## src/rtl/tinker_pkg.sv

```systemverilog
// Shared decode definitions for the Tinker pipeline: opcodes, control words,
// the decoded bundle and the instruction decoder.
package tinker_pkg;

    localparam logic [4:0] OP_ADD    = 5'h00;
    localparam logic [4:0] OP_ADDI   = 5'h01;
    localparam logic [4:0] OP_SUB    = 5'h02;
    localparam logic [4:0] OP_AND    = 5'h06;
    localparam logic [4:0] OP_OR     = 5'h07;
    localparam logic [4:0] OP_XOR    = 5'h08;
    localparam logic [4:0] OP_NOT    = 5'h09;
    localparam logic [4:0] OP_SHIFTR = 5'h0A;
    localparam logic [4:0] OP_MOV    = 5'h17;
    localparam logic [4:0] OP_LD     = 5'h1D;
    localparam logic [4:0] OP_ST     = 5'h1E;
    localparam logic [4:0] OP_NOP    = 5'h1F;

    localparam logic [12:0] CTRL_ADD    = 13'h0106;
    localparam logic [12:0] CTRL_SUB    = 13'h0116;
    localparam logic [12:0] CTRL_AND    = 13'h0316;
    localparam logic [12:0] CTRL_OR     = 13'h0326;
    localparam logic [12:0] CTRL_XOR    = 13'h0336;
    localparam logic [12:0] CTRL_SHIFTR = 13'h0506;
    localparam logic [12:0] CTRL_NOT    = 13'h0305;
    localparam logic [12:0] CTRL_ADDI   = 13'h0030;
    localparam logic [12:0] CTRL_MOV    = 13'h1EB4;
    localparam logic [12:0] CTRL_ST     = 13'h003A;
    localparam logic [12:0] CTRL_LD     = 13'h0075;
    localparam logic [12:0] CTRL_NOP    = 13'h1F30;

    typedef struct packed {
        logic [12:0] ctrl;
        logic [4:0]  rd;
        logic [4:0]  rs;
        logic [4:0]  rt;
        logic [11:0] imm;
        logic        we;
        logic        rs_used;
        logic        rt_used;
        logic        illegal;
    } decode_t;

    function automatic decode_t decode_instr(input logic [31:0] instr);
        decode_t d;
        d      = '0;
        d.ctrl = CTRL_NOP;
        case (instr[4:0])
            OP_ADD, OP_SUB, OP_AND, OP_OR, OP_XOR, OP_SHIFTR: begin
                case (instr[4:0])
                    OP_ADD:  d.ctrl = CTRL_ADD;
                    OP_SUB:  d.ctrl = CTRL_SUB;
                    OP_AND:  d.ctrl = CTRL_AND;
                    OP_OR:   d.ctrl = CTRL_OR;
                    OP_XOR:  d.ctrl = CTRL_XOR;
                    default: d.ctrl = CTRL_SHIFTR;
                endcase
                d.rd      = instr[9:5];
                d.rs      = instr[14:10];
                d.rt      = instr[19:15];
                d.we      = 1'b1;
                d.rs_used = 1'b1;
                d.rt_used = 1'b1;
            end
            OP_NOT: begin
                d.ctrl    = CTRL_NOT;
                d.rd      = instr[9:5];
                d.rs      = instr[14:10];
                d.we      = 1'b1;
                d.rs_used = 1'b1;
            end
            OP_ADDI, OP_MOV: begin
                d.ctrl = (instr[4:0] == OP_ADDI) ? CTRL_ADDI : CTRL_MOV;
                d.rd   = instr[9:5];
                d.imm  = instr[31:20];
                d.we   = 1'b1;
            end
            OP_ST: begin
                // Store has no destination: [9:5] is the address source, [14:10] the data.
                d.ctrl    = CTRL_ST;
                d.rs      = instr[9:5];
                d.rt      = instr[14:10];
                d.rs_used = 1'b1;
                d.rt_used = 1'b1;
            end
            OP_LD: begin
                d.ctrl    = CTRL_LD;
                d.rd      = instr[14:10];
                d.rt      = instr[9:5];
                d.we      = 1'b1;
                d.rt_used = 1'b1;
            end
            OP_NOP: d.ctrl = CTRL_NOP;
            default: d.illegal = 1'b1;
        endcase
        return d;
    endfunction

endpackage

```

## src/rtl/reg_scoreboard.sv

```systemverilog
// Per-register pending-writeback counters with read-after-write hazard
// detection and a global in-flight limit.
module reg_scoreboard
    import tinker_pkg::*;
#(
    parameter int ADDR_W       = 5,
    parameter int MAX_INFLIGHT = 4
) (
    input  logic              clk,
    input  logic              rst,
    input  logic              flush,
    input  logic              acc_we,
    input  logic [ADDR_W-1:0] acc_rd,
    input  logic              wb_valid,
    input  logic [ADDR_W-1:0] wb_addr,
    input  logic [ADDR_W-1:0] rs,
    input  logic              rs_used,
    input  logic [ADDR_W-1:0] rt,
    input  logic              rt_used,
    input  logic              we,
    output logic              hazard
);

    localparam int              CNT_W   = $clog2(MAX_INFLIGHT + 1);
    localparam int              NREG    = 1 << ADDR_W;
    localparam logic [CNT_W-1:0] MAX_CNT = CNT_W'(MAX_INFLIGHT);

    logic [CNT_W-1:0] cnt [NREG];
    logic [CNT_W-1:0] total;
    logic             wb_live;

    // A writeback to an idle register is ignored so counters saturate at zero.
    assign wb_live = wb_valid && (cnt[wb_addr] != '0);

    always_ff @(posedge clk) begin
        if (rst || flush) begin
            for (int i = 0; i < NREG; i++) cnt[i] <= '0;
            total <= '0;
        end else begin
            for (int i = 0; i < NREG; i++) begin
                if ((acc_we && acc_rd == ADDR_W'(i)) && !(wb_live && wb_addr == ADDR_W'(i)))
                    cnt[i] <= cnt[i] + 1'b1;
                else if (!(acc_we && acc_rd == ADDR_W'(i)) && (wb_live && wb_addr == ADDR_W'(i)))
                    cnt[i] <= cnt[i] - 1'b1;
            end
            if (acc_we && !wb_live)
                total <= total + 1'b1;
            else if (!acc_we && wb_live)
                total <= total - 1'b1;
        end
    end

    assign hazard = (rs_used && cnt[rs] != '0) ||
                    (rt_used && cnt[rt] != '0) ||
                    (we && total == MAX_CNT);

endmodule

```

## src/rtl/decode_stage.sv

```systemverilog
// Registered Tinker instruction-decode stage with valid/ready output.
// Define DECODE_HAZARD_EN to build the RAW-hazard scoreboard.
module decode_stage
    import tinker_pkg::*;
#(
    parameter int ADDR_W       = 5,
    parameter int IMM_W        = 12,
    parameter int CTRL_W       = 13,
    parameter int MAX_INFLIGHT = 4
) (
    input  logic              clk,
    input  logic              rst,
    input  logic              in_valid,
    output logic              in_ready,
    input  logic [31:0]       instr,
    output logic              out_valid,
    input  logic              out_ready,
    output logic [CTRL_W-1:0] out_ctrl,
    output logic [ADDR_W-1:0] out_rd,
    output logic [ADDR_W-1:0] out_rs,
    output logic [ADDR_W-1:0] out_rt,
    output logic [IMM_W-1:0]  out_imm,
    output logic              out_we,
    output logic              out_illegal,
    input  logic              wb_valid,
    input  logic [ADDR_W-1:0] wb_addr,
    input  logic              flush
);

    decode_t dec;
    logic    hazard;
    logic    accept;

    assign dec = decode_instr(instr);

`ifdef DECODE_HAZARD_EN
    reg_scoreboard #(
        .ADDR_W       (ADDR_W),
        .MAX_INFLIGHT (MAX_INFLIGHT)
    ) u_scoreboard (
        .clk      (clk),
        .rst      (rst),
        .flush    (flush),
        .acc_we   (accept && dec.we),
        .acc_rd   (ADDR_W'(dec.rd)),
        .wb_valid (wb_valid),
        .wb_addr  (wb_addr),
        .rs       (ADDR_W'(dec.rs)),
        .rs_used  (dec.rs_used),
        .rt       (ADDR_W'(dec.rt)),
        .rt_used  (dec.rt_used),
        .we       (dec.we),
        .hazard   (hazard)
    );
`else
    // Without the scoreboard, RAW spacing is the compiler's job.
    logic unused_hazard_inputs;
    assign unused_hazard_inputs = ^{wb_valid, wb_addr, dec.rs_used, dec.rt_used};
    assign hazard = 1'b0;
`endif

    assign in_ready = !hazard && (!out_valid || out_ready) && !flush;
    assign accept   = in_valid && in_ready;

    // Output register holds its bundle until the register stage takes it.
    always_ff @(posedge clk) begin
        if (rst) begin
            out_valid   <= 1'b0;
            out_ctrl    <= CTRL_W'(CTRL_NOP);
            out_rd      <= '0;
            out_rs      <= '0;
            out_rt      <= '0;
            out_imm     <= '0;
            out_we      <= 1'b0;
            out_illegal <= 1'b0;
        end else if (flush) begin
            out_valid <= 1'b0;
        end else if (accept) begin
            out_valid   <= 1'b1;
            out_ctrl    <= CTRL_W'(dec.ctrl);
            out_rd      <= ADDR_W'(dec.rd);
            out_rs      <= ADDR_W'(dec.rs);
            out_rt      <= ADDR_W'(dec.rt);
            out_imm     <= IMM_W'(dec.imm);
            out_we      <= dec.we;
            out_illegal <= dec.illegal;
        end else if (out_ready) begin
            out_valid <= 1'b0;
        end
    end

endmodule

```

## config.mk

```make
export PLATFORM = sky130hd
export DESIGN_NAME = decode_stage
export DESIGN_NICKNAME = d
export VERILOG_FILES = /design/src/rtl/tinker_pkg.sv /design/src/rtl/reg_scoreboard.sv /design/src/rtl/decode_stage.sv
export SDC_FILE = /design/constraint.sdc
export NUM_CORES = 1
export LEC_CHECK = 0
export BUFFER_PORTS_ARGS = -buffer_cell sky130_fd_sc_hd__buf_2
export CORE_ASPECT_RATIO = 0.7
export CORE_MARGIN = 1.5
export CORE_UTILIZATION = 47
export DETAILED_ROUTE_END_ITERATION = 10
export PLACE_DENSITY = 0.89
export RECOVER_POWER = 50
export SYNTH_ARGS = -nofsm -noshare
export SYNTH_HDL_FRONTEND = slang
export SYNTH_SLANG_ARGS = --single-unit
```

## constraint.sdc

```tcl
create_clock -name clk -period 1.7 [get_ports clk]
set_input_delay 0.255 -clock clk [delete_from_list [all_inputs] [get_ports clk]]
set_output_delay 0.255 -clock clk [all_outputs]
set_load 0.02 [all_outputs]
```

# After elaboration in Yosys (flattened, before gate mapping)
# Cells that the tools add are included.
[word_totals]
register_bits = 43
wordCells = 46
[op_classes]
eq_ne = 11
n_mux = 11
n_bitwise = 1
reduce_logical = 15
[ops]
columns = ["op", "n"]
rows = [
  ["13-bit case mux with 5 select lines", 1],
  ["11-bit case mux with 5 select lines", 1],
  ["5-bit equality test, second input constant", 4],
  ["5-bit case mux with 2 select lines", 2],
  ["5-bit by 4-bit equality test with 1-bit output, second input constant", 3],
  ["5-bit case mux with 3 select lines", 1],
  ["13-bit two-way mux", 1],
  ["12-bit two-way mux", 1],
  ["12-bit OR reduction", 1],
  ["5-bit by 3-bit equality test with 1-bit output, second input constant", 2],
  ["10-bit OR reduction", 1],
  ["9-bit OR reduction", 1],
  ["7-bit OR reduction", 1],
  ["6-bit OR reduction", 1],
  ["5-bit by 1-bit equality test with 1-bit output, second input constant", 1],
  ["5-bit by 2-bit equality test with 1-bit output, second input constant", 1],
  ["5-bit zero test", 1],
  ["1-bit two-way mux", 4],
  ["2-bit OR reduction", 2],
  ["1-bit logical AND", 2],
  ["1-bit zero test", 2],
  ["2-bit AND reduction", 1],
  ["2-bit nonzero test", 1],
  ["1-bit logical OR", 1],
  ["1-bit inverter", 1],
]

# Longest topological paths before layout
# Gate-level depths: netlist of the first run.
[logic_depth]
word_depth = 5
ltp_mapped = 6
mapped_depth_nobuf = 4

# Worst setup path after synthesis of the first run
# No wires, ideal clock.
[synth_timing]
path_kind = "reg-to-reg"
start = "register out_valid"
end = "register out_ctrl[4]"
arrival_ns = 1.322
t_required_ns = 1.573
path_slack_ns = 0.251
path_stages_with_launch = 5
path_buffers = 0
synth_period_minus_slack_ns = 1.449
cell_sequence = "dfxtp_1 > nor2b_1 > nor2_2 > a31oi_1 > or3b_1"
[synth_between]
elab_chain_cells = 5
[synth_lines]
columns = ["item", "line_no", "rtl"]
rows = [
  ["start, declared", "decode_stage.sv:16", "output logic out_valid,"],
  ["start signal, assigned", "decode_stage.sv:68", "out_valid <= 1'b0;"],
  ["start signal, assigned", "decode_stage.sv:77", "out_valid <= 1'b0;"],
  ["start signal, assigned", "decode_stage.sv:79", "out_valid <= 1'b1;"],
  ["1-bit zero test", "decode_stage.sv:62", "assign in_ready = !hazard && (!out_valid || out_ready) && !flush;"],
  ["1-bit logical OR", "decode_stage.sv:62", ""],
  ["1-bit logical AND", "decode_stage.sv:62", ""],
  ["1-bit logical AND", "decode_stage.sv:63", "assign accept = in_valid && in_ready;"],
  ["2-bit AND reduction (no source line)", "n/a", ""],
  ["end signal, assigned", "decode_stage.sv:69", "out_ctrl <= CTRL_W'(CTRL_NOP);"],
  ["end signal, assigned", "decode_stage.sv:80", "out_ctrl <= CTRL_W'(dec.ctrl);"],
  ["end, declared", "decode_stage.sv:18", "output logic [CTRL_W-1:0] out_ctrl,"],
]
# No other way between the ends.
# A chain may end at the register's enable or synchronous reset.

# Final worst setup path of the first run
[layout_timing]
start = "register out_valid"
end = "output in_ready"
[layout_between]
elab_chain_cells = 3
[layout_lines]
columns = ["item", "line_no", "rtl"]
rows = [
  ["1-bit zero test", "decode_stage.sv:62", ""],
  ["1-bit logical OR", "decode_stage.sv:62", ""],
  ["1-bit logical AND", "decode_stage.sv:62", ""],
  ["end, declared", "decode_stage.sv:14", "output logic in_ready,"],
]
# No other way between the ends.

==> results.ini, run 1 <==
[finish]
antenna_cells = 0
stdcell_count = 386
areaGrowthSynthToFinish_pct = 25.5
fin_area_um2 = 2600
num-nets-final = 376
drive_gt1_frac = 0.225
final_cell_mix = clkbuf_1, dfxtp_1, buf_2, a21oi_1
final_common_cell = clkbuf_1

[outcome]
outcome = finished clean

[sta]
period_minus_slack_ns = 1.52
finalHoldViolCount = 0
finalSetupTns_ns = 0
max_freq_mhz = 660
final.period_utilization = 0.892
clock_skew_ns = 0.00630
worstMarginPinSlew_ns = 0.376
holdWs_ns = 0.166
rsz0062_at_grt = false
maxSlewViolCount = 0
finalSetupViolations = 0
slew_headroom = 0.747

[floorplan]
fp.dieW_um = 82.3
dieArea_um2 = 4820
die_h_um = 58.5
start_util = 0.509
io_pins = 87
core_um2 = 4070
fp-row-count = 19

[synth]
synth-main-ff-cell = dfxtp_1
seq_area_frac_synth = 0.406
ys_ff_latch = 42
yosysTopAreaCell = dfxtp_1
synth_nets = 296
ys_async_sr_fraction = 0
avgSynthCellArea_um2 = 8.18
post-synth-top-area-fraction = 0.406
synth_edf_count = 0
netlist_area_um2 = 2070
ys_top_cells_by_area = dfxtp_1, a21oi_1, nand3_1
synth_cell_types = 49
synthCells = 253
ys_warn_count = 0

[pwr]
power_density_nw_per_um2 = 855
power.total_mw = 2.22
p_leak_nw = 0.997
peakVddDrop_uv = 540

[cts]
tritoncts = done
clkSlewWorstSetupHoldPaths_ns = 0.07
root_buffer = clkbuf_8
cts_buffer_depth = 2
cts_buffers = 5
cts_sinks = 42
insertion_delay_ns = 0.29
cts_setup_buffers = 0
ctsHoldBuffers = 0
cts-resized-gates = 0
htreeDepth = 2

[setup_path]
critPathRequiredTime_ns = 1.44
worst-path-buf-inv = 2
critPathArrivalTime_ns = 1.26
crit_path_end_kind = output pin
cp_top_family = buffers and inverters
cp_slowest_stage_delay_ns = 0.35
worstSetupPathType = flop to output pin
crit_fanout = 4
startpoint_type = flop
slowest_stage = dfxtp_1
rrSetupSlack_ns = 0.34
crit_chain = nor2b_1 -> clkbuf_1 -> nor2_1 -> buf_2

[route]
first_iter_violations = 133
vias = 2220
routedWlPerCell_um = 15.1
via_per_inst = 5.75
dr.pass1.iters = 4
totalWireLength_mm = 5.81
drcViolationCount = 0
detail-route-antenna-nets = 0

[global_routing]
grt_pass1_vias = 2111
antenna_found_initial = 0
grt_max_degree = 31
grt_first_pass_wirelength_mm = 9.32
grt_use_total = 0.248
globalRouteOverflowTotal = 0

[hold_path]
hold_class = primary input to flop

[run]
cap_violations = 0

[placement]
dp_hpwl_mm = 4.16
placed_area_um2 = 2540
gp_congestion = 0.873
dp.cells = 378
io_buffers = 80

[power breakdown]
part	switching, mW	leakage [nW]	internal, mW	total (mW)
combinational	0.256	0.603	0.144	0.400
clock	0.335	0.0514	0.438	0.773
sequential	0.0217	0.343	1.02	1.05
total	0.613	0.997	1.61	2.22
[state kept, by name (all words and copies together), names as in the netlist]
signal,flops
out_valid,1
out_rs,5
out_ctrl,12
out_illegal,1
out_imm,12
out_we,1
out_rd,5
out_rt,5
[logic make-up after synthesis]
group / count (synthesis) / share of synthesized area
AOI/OAI and AO/OA: 82 / 0.273
xor gates and xnor gates: 1 / 0.00423
adders and majority gates: 1 / 0.00484
buffers and inverters: 24 / 0.0611
DFF: 42 / 0.406
and+or+nand+nor: 103 / 0.251
[metrics by stage]
stage,util,setup WS [ns]
after floorplan,-,0.251
after global placement,0.625,0.164
after detailed placement,0.625,0.136
after CTS,0.652,0.260
after global routing,0.639,0.0963
final,0.639,0.184
[worst register-to-register path: stages (launching register included)]
cell,delay (ns)
dfxtp_1,0.32
nor2b_1,0.15
nor2_2,0.22
buf_12,0.22
nand3b_2,0.18
o221a_2,0.17
[worst paths after layout]
kind	startpoint	endpoint	cells after the start
worst min register to register	out_imm[10]	out_imm[10]	2
worst max register to register	out_valid	out_rt[1]	5
worst min-delay path	flush	out_valid	2
worst max-delay path	out_valid	in_ready	4
[cell type report]
| type | instances | area, µm² |
|---|---|---|
| multi-input combinational | 187 | 1100 |
| inverter | 2 | 7.51 |
| sequential | 42 | 841 |
| fill | 356 | 1470 |
| clock buffer | 6 | 72.6 |
| timing repair buffer | 95 | 470 |
| tap | 52 | 65.1 |
| clock inverter | 2 | 37.5 |
[synthesized netlist by cell type, types with 5 or more instances]
library cell,instances
dfxtp_1,42
a21oi_1,32
nand2_1,22
nand3_1,22
nor2_1,21
nor3_1,14
clkbuf_1,9
a211oi_1,8
buf_2,8
o21ai_0,8
a221oi_1,5
a22o_1,5
nand2b_1,5
nor2b_1,5
o221a_2,5
[per-layer routing]
metal / vias to the layer above / GRT usage / wire length (µm)
met5: - / 0 / 0
met4: 0 / 0.0896 / 54
li1: 1087 / - / -
met1: 1018 / 0.340 / 2700
met2: 107 / 0.386 / 2620
met3: 8 / 0.0527 / 437
Note: power is estimated with default switching activity, not from simulation.
==> run 2: changes to the inputs <==
Settings changed: CORE_UTILIZATION 47 to 43, PLACE_DENSITY 0.89 to 0.86.
Clock period 1.7 ns to 1.25 ns, I/O delays scaled along.
==> run 2 against run 1 <==
The run now ends with setup timing left. Critical path depth unchanged. Total power increased by 48%. Non-clock buffer count increased by 43. Utilization increased by 8.1 points. Register-to-register slack got worse by 0.35 ns. Critical endpoint unchanged. Largest power group unchanged.
==> results.ini, run 2 (same netlist as run 1, synthesis figures left out) <==
[hold_path]
whs_path_depth = 3  ; +1
hold_class = primary input to flop

[cts]
insertion_delay_ns = 0.30  ; about the same
cts_buffers = 5  ; unchanged
cts_sinks = 42  ; unchanged
cts_buffer_depth = 2  ; unchanged
tritoncts = done
ctsHoldBuffers = 0  ; unchanged
clkSlewWorstSetupHoldPaths_ns = 0.08  ; about the same
htreeDepth = 2  ; unchanged
root_buffer = clkbuf_8

[global_routing]
globalRouteOverflowTotal = 0  ; unchanged
grt_pass1_vias = 2353  ; +11%
grt_max_degree = 29  ; -6.5%
antenna_found_initial = 0  ; unchanged
grt_first_pass_wirelength_mm = 11.3  ; +21%
grt_use_total = 0.279  ; +0.0305

[setup_path]
worstSetupPathType = flop to output pin
reg2reg_depth = 5  ; unchanged
critPathRequiredTime_ns = 1.06  ; -0.38 ns
critPathArrivalTime_ns = 1.10  ; -0.16 ns
startpoint_type = flop
crit_path_end_kind = output pin
crit_fanout = 3  ; -1

[floorplan]
fp.dieW_um = 85.9  ; +4.4%
start_util = 0.462  ; -0.0471
die_h_um = 61.0  ; +4.3%
dieArea_um2 = 5240  ; +8.9%
io_pins = 87  ; unchanged
core_um2 = 4480  ; +10%
fp-row-count = 20  ; +1

[sta]
clock_skew_ns = 0.00685  ; +0.000544 ns
period_minus_slack_ns = 1.29
finalSetupViolations = 6  ; +6
worstMarginPinSlew_ns = 0.467  ; +0.0904 ns
finalHoldViolCount = 0  ; unchanged
slew_headroom = 0.689  ; -0.0584
rsz0062_at_grt = true
max_freq_mhz = 775
finalWorstSetupSlack_ns = -0.0399  ; -0.224 ns
maxSlewViolCount = 0  ; unchanged
final.period_utilization = 1.03

[route]
totalWireLength_mm = 7.32  ; +26%
top_layer = met4
met2WireLength_mm = 3.48  ; +33%
m1WireLength_mm = 3.13  ; +16%
dr.pass1.iters = 5  ; +1
wl_met3_um = 577  ; +32%
detail-route-antenna-nets = 0  ; unchanged
drcViolationCount = 0  ; unchanged
vias = 2505  ; +13%
routedWlPerCell_um = 16.9  ; +13%
via_per_inst = 5.80  ; +0.82%
first_iter_violations = 237  ; +78%

[finish]
final_common_cell = buf_2
antenna_cells = 0  ; unchanged
filler_cell_count = 344  ; -3.4%
fin_area_um2 = 3220  ; +24%
num-nets-final = 419  ; +11%
top_regs = out_ctrl: 12 flops, out_imm: 12 flops
drive_gt1_frac = 0.451  ; +0.226
areaGrowthSynthToFinish_pct = 55.7
final_cell_mix = buf_2, buf_4, dfxtp_1, a21oi_1, nand2_1

[pwr]
power_density_nw_per_um2 = 1020  ; +19%
power.total_mw = 3.28  ; +48%
p_clk_frac = 0.331  ; -0.017
peakVddDrop_uv = 497  ; -7.9%
power_switching_uw = 944  ; +54%
combPwrFrac = 0.234  ; +0.054
seqPwrFrac = 0.435  ; -0.036
switching_share = 0.288  ; +0.0118
p_int_mw = 2.33  ; +45%
p_leak_nw = 1.46  ; +47%

[placement]
placed_area_um2 = 2910  ; +14%
dp_hpwl_mm = 4.88  ; +17%
place_ws_ns = -0.164  ; -0.301 ns
io_buffers = 80  ; unchanged
gp_congestion = 0.931  ; +6.7%

[outcome]
outcome = finished, violations left
violations = setup timing

[run]
cap_violations = 0  ; unchanged

==> run 2: worst max-delay path, stage by stage (launching register included) <==
cell     delay, ns
dfxtp_2       0.35
nor2b_4       0.18
buf_6         0.13
nor2_4        0.03
buf_6         0.12
==> run 2: stage by stage <==
stage | hold slack (ns) | setup TNS, ns | util | cells
after floorplan | 0.259 | 0 | - | 253
after global placement | 0.436 | -2.56 | 0.649 | 418
after detailed placement | 0.449 | -3.85 | 0.649 | 418
after CTS | 0.135 | -0.0463 | 0.680 | 427
after global routing | 0.127 | -0.636 | 0.720 | 432
final | 0.138 | -0.0736 | 0.720 | 432
==> run 2: layer usage <==
metal | up-vias | global-route usage
met5 | - | 0
met4 | 0 | 0.108
met3 | 19 | 0.0657
met2 | 120 | 0.454
met1 | 1189 | 0.368
li1 | 1177 | -
==> run 2: area by class of cell <==
type	count	area, µm²	area share
Timing Repair Buffer	138	941	0.292
Sequential cell	42	842	0.261
Inverter	2	7.51	0.00233
Clock buffer	6	72.6	0.0225
Tap cell	55	68.8	0.0214
Multi-Input combinational cell	187	1250	0.389
Clock inverter	2	37.5	0.0116
==> run 2: worst paths after layout <==
| kind | startpoint | to | slack (ns) |
|---|---|---|---|
| worst max register to register | out_valid | out_rt[4] | -0.01 |
| worst min-delay path | instr[31] | out_imm[11] | 0.14 |
| worst min register to register | out_imm[10] | out_imm[10] | 0.46 |
| worst max-delay path | out_valid | in_ready | -0.04 |
==> run 2: power by group through the flow <==
stage               Sequential [mW]  Combinational [mW]  Clock, mW
finish                         1.43               0.767       1.08
floorplan                      1.52               0.298          0
CTS                            1.42               0.687       1.09
detailed placement             1.45               0.671          0
global route                   1.43               0.815       1.17
global placement               1.45               0.653          0
==> run 2: repair_timing <==
item                       in CTS  in global routing
setup buffers                   1                  3
cloned                          0                  2
pin swaps                       1                  3
setup endpoints to repair       2                 38
gates resized for setup         6                 22
